===== config.mk =====
export PLATFORM = sky130hd
export DESIGN_NAME = t03_vga_timing
export DESIGN_NICKNAME = d
export VERILOG_FILES = /design/src/rtl/t03_vga_timing.sv
export SDC_FILE = /design/constraint.sdc
export NUM_CORES = 1
export LEC_CHECK = 0
export BUFFER_PORTS_ARGS = -buffer_cell sky130_fd_sc_hd__buf_2
export CAP_MARGIN = 20
export CORE_UTILIZATION = 59
export CTS_CLUSTER_DIAMETER = 50
export CTS_CLUSTER_SIZE = 14
export DETAILED_ROUTE_END_ITERATION = 10
export PLACE_DENSITY_LB_ADDON = 0.3
export SLEW_MARGIN = 20
export SYNTH_ARGS = -nofsm -noshare
export SYNTH_HDL_FRONTEND = slang
export SYNTH_SLANG_ARGS = --single-unit

===== constraint.sdc =====
create_clock -name clk -period 4.3 [get_ports clk]
set_input_delay 0.86 -clock clk [delete_from_list [all_inputs] [get_ports clk]]
set_output_delay 0.86 -clock clk [all_outputs]
set_load 0.01 [all_outputs]

===== src/rtl/t03_vga_timing.sv =====
// Raster timing generator: pixel-rate divider, Hcnt/Vcnt raster counters,
// sync/active decode and frame/vblank strobes for the video pipeline.
module t03_vga_timing #(
  parameter int unsigned H_ACTIVE = 640,
  parameter int unsigned H_FP     = 16,
  parameter int unsigned H_SYNC   = 96,
  parameter int unsigned H_BP     = 48,
  parameter int unsigned V_ACTIVE = 480,
  parameter int unsigned V_FP     = 10,
  parameter int unsigned V_SYNC   = 2,
  parameter int unsigned V_BP     = 33,
  parameter int unsigned CLK_DIV  = 2,
  parameter bit          SYNC_POL = 1'b0
) (
  input  logic        clk,
  input  logic        rst,
  input  logic        en,
  output logic [10:0] Hcnt,
  output logic [10:0] Vcnt,
  output logic        hsync,
  output logic        vsync,
  output logic        active,
  output logic        pix_tick,
  output logic        frame_start,
  output logic        vblank_start,
  output logic [7:0]  frame_cnt
);

  localparam int unsigned H_TOTAL = H_ACTIVE + H_FP + H_SYNC + H_BP;
  localparam int unsigned V_TOTAL = V_ACTIVE + V_FP + V_SYNC + V_BP;
  localparam int unsigned DIV_W   = (CLK_DIV > 1) ? $clog2(CLK_DIV) : 1;

  localparam logic [DIV_W-1:0] DIV_LAST = DIV_W'(CLK_DIV - 1);
  localparam logic [10:0] H_LAST  = 11'(H_TOTAL - 1);
  localparam logic [10:0] V_LAST  = 11'(V_TOTAL - 1);
  localparam logic [10:0] H_ACT   = 11'(H_ACTIVE);
  localparam logic [10:0] V_ACT   = 11'(V_ACTIVE);
  localparam logic [10:0] V_VLAST = 11'(V_ACTIVE - 1);
  localparam logic [10:0] HS_BEG  = 11'(H_ACTIVE + H_FP);
  localparam logic [10:0] HS_END  = 11'(H_ACTIVE + H_FP + H_SYNC);
  localparam logic [10:0] VS_BEG  = 11'(V_ACTIVE + V_FP);
  localparam logic [10:0] VS_END  = 11'(V_ACTIVE + V_FP + V_SYNC);

  logic [DIV_W-1:0] div_q, div_d;
  logic [10:0]      hcnt_q, hcnt_d, vcnt_q, vcnt_d;
  logic             pix_tick_q, pix_tick_d;
  logic             active_q, active_d;
  logic             hsync_q, hsync_d, vsync_q, vsync_d;
  logic             fs_q, fs_d, vb_q, vb_d;
  logic [7:0]       frame_cnt_q, frame_cnt_d;

  always_comb begin
    div_d       = '0;
    pix_tick_d  = 1'b0;
    hcnt_d      = '0;
    vcnt_d      = '0;
    fs_d        = 1'b0;
    vb_d        = 1'b0;
    frame_cnt_d = frame_cnt_q;
    active_d    = 1'b0;
    hsync_d     = ~SYNC_POL;
    vsync_d     = ~SYNC_POL;
    if (en) begin
      div_d      = (div_q == DIV_LAST) ? '0 : div_q + 1'b1;
      // Registered tick is high while div holds its last value.
      pix_tick_d = (div_d == DIV_LAST);
      hcnt_d     = hcnt_q;
      vcnt_d     = vcnt_q;
      if (pix_tick_q) begin
        if (hcnt_q == H_LAST) begin
          hcnt_d = '0;
          vb_d   = (vcnt_q == V_VLAST);
          if (vcnt_q == V_LAST) begin
            vcnt_d      = '0;
            fs_d        = 1'b1;
            frame_cnt_d = frame_cnt_q + 8'd1;
          end else begin
            vcnt_d = vcnt_q + 11'd1;
          end
        end else begin
          hcnt_d = hcnt_q + 11'd1;
        end
      end
      // Decode from next-state counters so outputs align with Hcnt/Vcnt.
      active_d = (hcnt_d < H_ACT) && (vcnt_d < V_ACT);
      hsync_d  = ((hcnt_d >= HS_BEG) && (hcnt_d < HS_END)) ? SYNC_POL : ~SYNC_POL;
      vsync_d  = ((vcnt_d >= VS_BEG) && (vcnt_d < VS_END)) ? SYNC_POL : ~SYNC_POL;
    end
  end

  always_ff @(posedge clk or negedge rst) begin
    if (!rst) begin
      div_q       <= '0;
      hcnt_q      <= '0;
      vcnt_q      <= '0;
      pix_tick_q  <= 1'b0;
      active_q    <= 1'b0;
      hsync_q     <= ~SYNC_POL;
      vsync_q     <= ~SYNC_POL;
      fs_q        <= 1'b0;
      vb_q        <= 1'b0;
      frame_cnt_q <= '0;
    end else begin
      div_q       <= div_d;
      hcnt_q      <= hcnt_d;
      vcnt_q      <= vcnt_d;
      pix_tick_q  <= pix_tick_d;
      active_q    <= active_d;
      hsync_q     <= hsync_d;
      vsync_q     <= vsync_d;
      fs_q        <= fs_d;
      vb_q        <= vb_d;
      frame_cnt_q <= frame_cnt_d;
    end
  end

  assign Hcnt         = hcnt_q;
  assign Vcnt         = vcnt_q;
  assign hsync        = hsync_q;
  assign vsync        = vsync_q;
  assign active       = active_q;
  assign pix_tick     = pix_tick_q;
  assign frame_start  = fs_q;
  assign vblank_start = vb_q;
  assign frame_cnt    = frame_cnt_q;

endmodule

==> flow_summary.yaml <==
clocking:
  htreeDepth: 2
  cts_hold_buf: 0
  cts_buffer_depth: 2
  clk_pin_slew_ps: 120
  cts_resized: 0
  worstSkewPairLatency_ps: 350
  cts_tree: "yes"
  cts.sinks: 36
  clock-root-buffer: "clkbuf_4"
  numCtsBuffers: 5
  post_cts_buffers: 0
power_and_ir_drop:
  power_leakage_nw: 1.082
  ir_worst_vdd_v: 0.0001887
  power_density_mw_per_mm2: 244.0
placement:
  dp.cells: 291
  dp_slack_ps: 1984
  io_buffers: 38
  place_congestion: 0.9410
  dp_hpwl_microns: 3147
timing:
  fmax_mhz: 421.0
  maxSlewViolCount: 0
  tns_ps: 0
  rsz0062_at_grt: "false"
  max_slew_margin_pct: 47.52
  min_period_ps: 2375
  setup_viol: 0
  clock_skew_ps: 9.506
  post-route-period-util_pct: 55.24
  worstMarginPinSlew_ps: 787.2
  worst_slack_ps: 1925
  finalHoldViolCount: 0
hold_path:
  hold_path_class: "register to register"
  holdCritStartpoint: "frame_cnt[7]$_DFFE_PN0P_"
floorplan:
  fp.coreArea_sq_mm: 0.003363
  initial_core_util_pct: 62.09
  die_x_microns: 61.49
  rows: 21
  die_area_sq_mm: 0.003781
  io_pins: 39
  die-height_microns: 61.49
yosys:
  synthTopCellsByArea: "dfrtp_1, xnor2_1, nor2_1, nand2_1, xor2_1"
  synth_edf_count: 0
  yosysWarnings: 0
  ys_seq_area_share_pct: 43.26
  postSynth.asyncResetShare_pct: 100.0
  yosysUniqueCellTypes: 50
  synth_area_sq_mm: 0.002088
  synthFlopType: "dfrtp_1"
  synth_top_area_cell: "dfrtp_1"
  yosys_register_bits: 36
  synth_fp_nets: 223
  syn_inst: 216
  synth_top_cell_area_share_pct: 40.74
  avgSynthCellArea_sq_um: 9.668
job:
  max_cap_viol_count: 0
cells_and_area:
  final_nets: 259
  area_growth_pct: 10.78
  num-fill-cells: 295
  drive_gt1_share_pct: 25.30
  final-instance-count-excl-fill: 299
  multi_input_area_sq_mm: 0.001079
  n_antenna_cell: 0
  final-seq-area_sq_um: 903.4
worst_setup_path:
  crit_path_start_kind: "register"
  worstSetupEndpointType: "register"
  worstPathArrival_ps: 2640
  crit_start: "Hcnt[0]$_DFF_PN0_"
  critPathMaxFanout: 14
  cp_data_required_time_ps: 4570
  rr_startpoint: "Hcnt[0]$_DFF_PN0_"
  critPathKind: "register to register"
drt:
  drc: 0
  vias: 1753
  ant_nets: 0
  drt-initial-drc-count: 139
  drt_wl_total_microns: 4426
  wl_per_cell_microns: 14.80
  firstDrtPassIters: 4
  viasPerCell: 5.863
global_route:
  met2_usage_pct: 40.86
  grtUsageMet1_pct: 35.91
  grt_overflow: 0
  grt_usage_pct: 26.23
  grt_pass1_wl_microns: 7182
  grt_start_max_net_pins: 37
  grt_use_met3_pct: 5.882
  antenna_found_initial: 0
  busiest_layer: "met2"
  grt_pass1_vias: 1536
run_status:
  status: "finished, final reports clean"
[synthesized netlist by cell type (3+ instances only)]
cell type	instances
a22oi_1	3
dfrtp_1	34
ha_1	4
o21ai_0	6
inv_1	4
nand3_1	11
nor2_1	30
xor2_1	9
a21oi_1	3
buf_6	3
nand4_1	9
nor3_1	6
xnor2_1	15
clkbuf_8	3
nand4b_1	3
and3_1	3
nand2_1	24
[area by class of cell]
cell class              count  share of cell area [%]
multi-input cells         166                   46.62
flip-flops and latches     36                   39.05
repair buffers             38                   8.221
well taps                  46                   2.488
clock buffers               6                   2.217
inverters                   5                  0.8112
clock inverters             2                  0.5949
[worst max-delay path, stage by stage, from the launching register on]
cell      delay, ps
dfrtp_1         420
ha_1            230
and4_2          360
nand4_1         500
nor2_1          340
o22ai_1         150
a311oi_2        290
[layout by cell type (no fill, tap or decap), drive strengths merged, types with 2 or more instances in the layout]
cell,n
and4,4
buf,38
dfrtp,34
inv,5
or2,2
o211a,2
ha,4
nand2,24
o21a,2
o21ai,6
clkinv,2
nand4b,3
nor3,7
a21oi,3
o311ai,2
and3,4
nand4,9
nand3,12
nand2b,2
nor2b,2
o211ai,2
a31oi,2
a311o,2
xnor2,15
xor2,9
clkbuf,6
nor4,2
and2b,2
dfstp,2
nor2,30
a22oi,3
[layer usage]
metal / vias up / routed length (microns) / part of all wire [%]
met4: 0 / 53 / 1.2
met2: 63 / 2122 / 48
li1: 838 / - / -
met3: 7 / 238 / 5.4
met1: 845 / 2011 / 45
met5: - / 0 / 0
[cell families (layout without fill, tap and decap cells)]
| family | count (synthesis) | after routing | synth area share [%] |
|---|---|---|---|
| multiplexers | 1 | 1 | 1.078 |
| AND/OR/NAND/NOR | 109 | 109 | 28.22 |
| adder cells (fa/ha/maj) | 4 | 4 | 2.397 |
| AO/OA/AOI/OAI | 28 | 28 | 9.886 |
| flip-flops | 36 | 36 | 43.26 |
| buffers and inverters | 14 | 51 | 5.092 |
| XOR/XNOR | 24 | 24 | 10.07 |
[final timing paths]
check	to	slack, ps	cells past startpoint
max	active$_DFF_PN0_	1920	6
min	frame_cnt[7]$_DFFE_PN0P_	470	1
max reg2reg	active$_DFF_PN0_	1920	6
min reg2reg	frame_cnt[7]$_DFFE_PN0P_	470	1
max in group asynchronous	Hcnt[6]$_DFF_PN0_	3220	1
min in group asynchronous	Hcnt[3]$_DFF_PN0_	580	1
[sequential cells by signal (all words and copies together) (netlist names)]
name	cells
Vcnt	11
frame_start	1
vsync	1
pix_tick	1
hsync	1
Hcnt	11
frame_cnt	8
active	1
vblank_start	1
[per-stage QoR]
stage / total power, mW / hold WS, ps / area [sq um] / util (%)
after floorplan: 0.3609 / 503.9 / 2088 / -
after global placement: 0.3708 / 452.6 / 2248 / 66.85
after detailed placement: 0.3713 / 453.5 / 2248 / 66.85
after CTS: 0.5713 / 472.3 / 2313 / 68.79
after global routing: 0.5833 / 506.1 / 2313 / 68.79
final: 0.5645 / 467.1 / 2313 / 68.79
[where the power goes]
| group | switching (mW) | total [mW] | internal, mW | leakage (nW) |
|---|---|---|---|---|
| logic | 0.0149 | 0.0203 | 0.00543 | 0.552 |
| clock network | 0.119 | 0.200 | 0.0808 | 0.0386 |
| registers | 0.00315 | 0.344 | 0.341 | 0.492 |
Power figures use the tool's default switching activity.
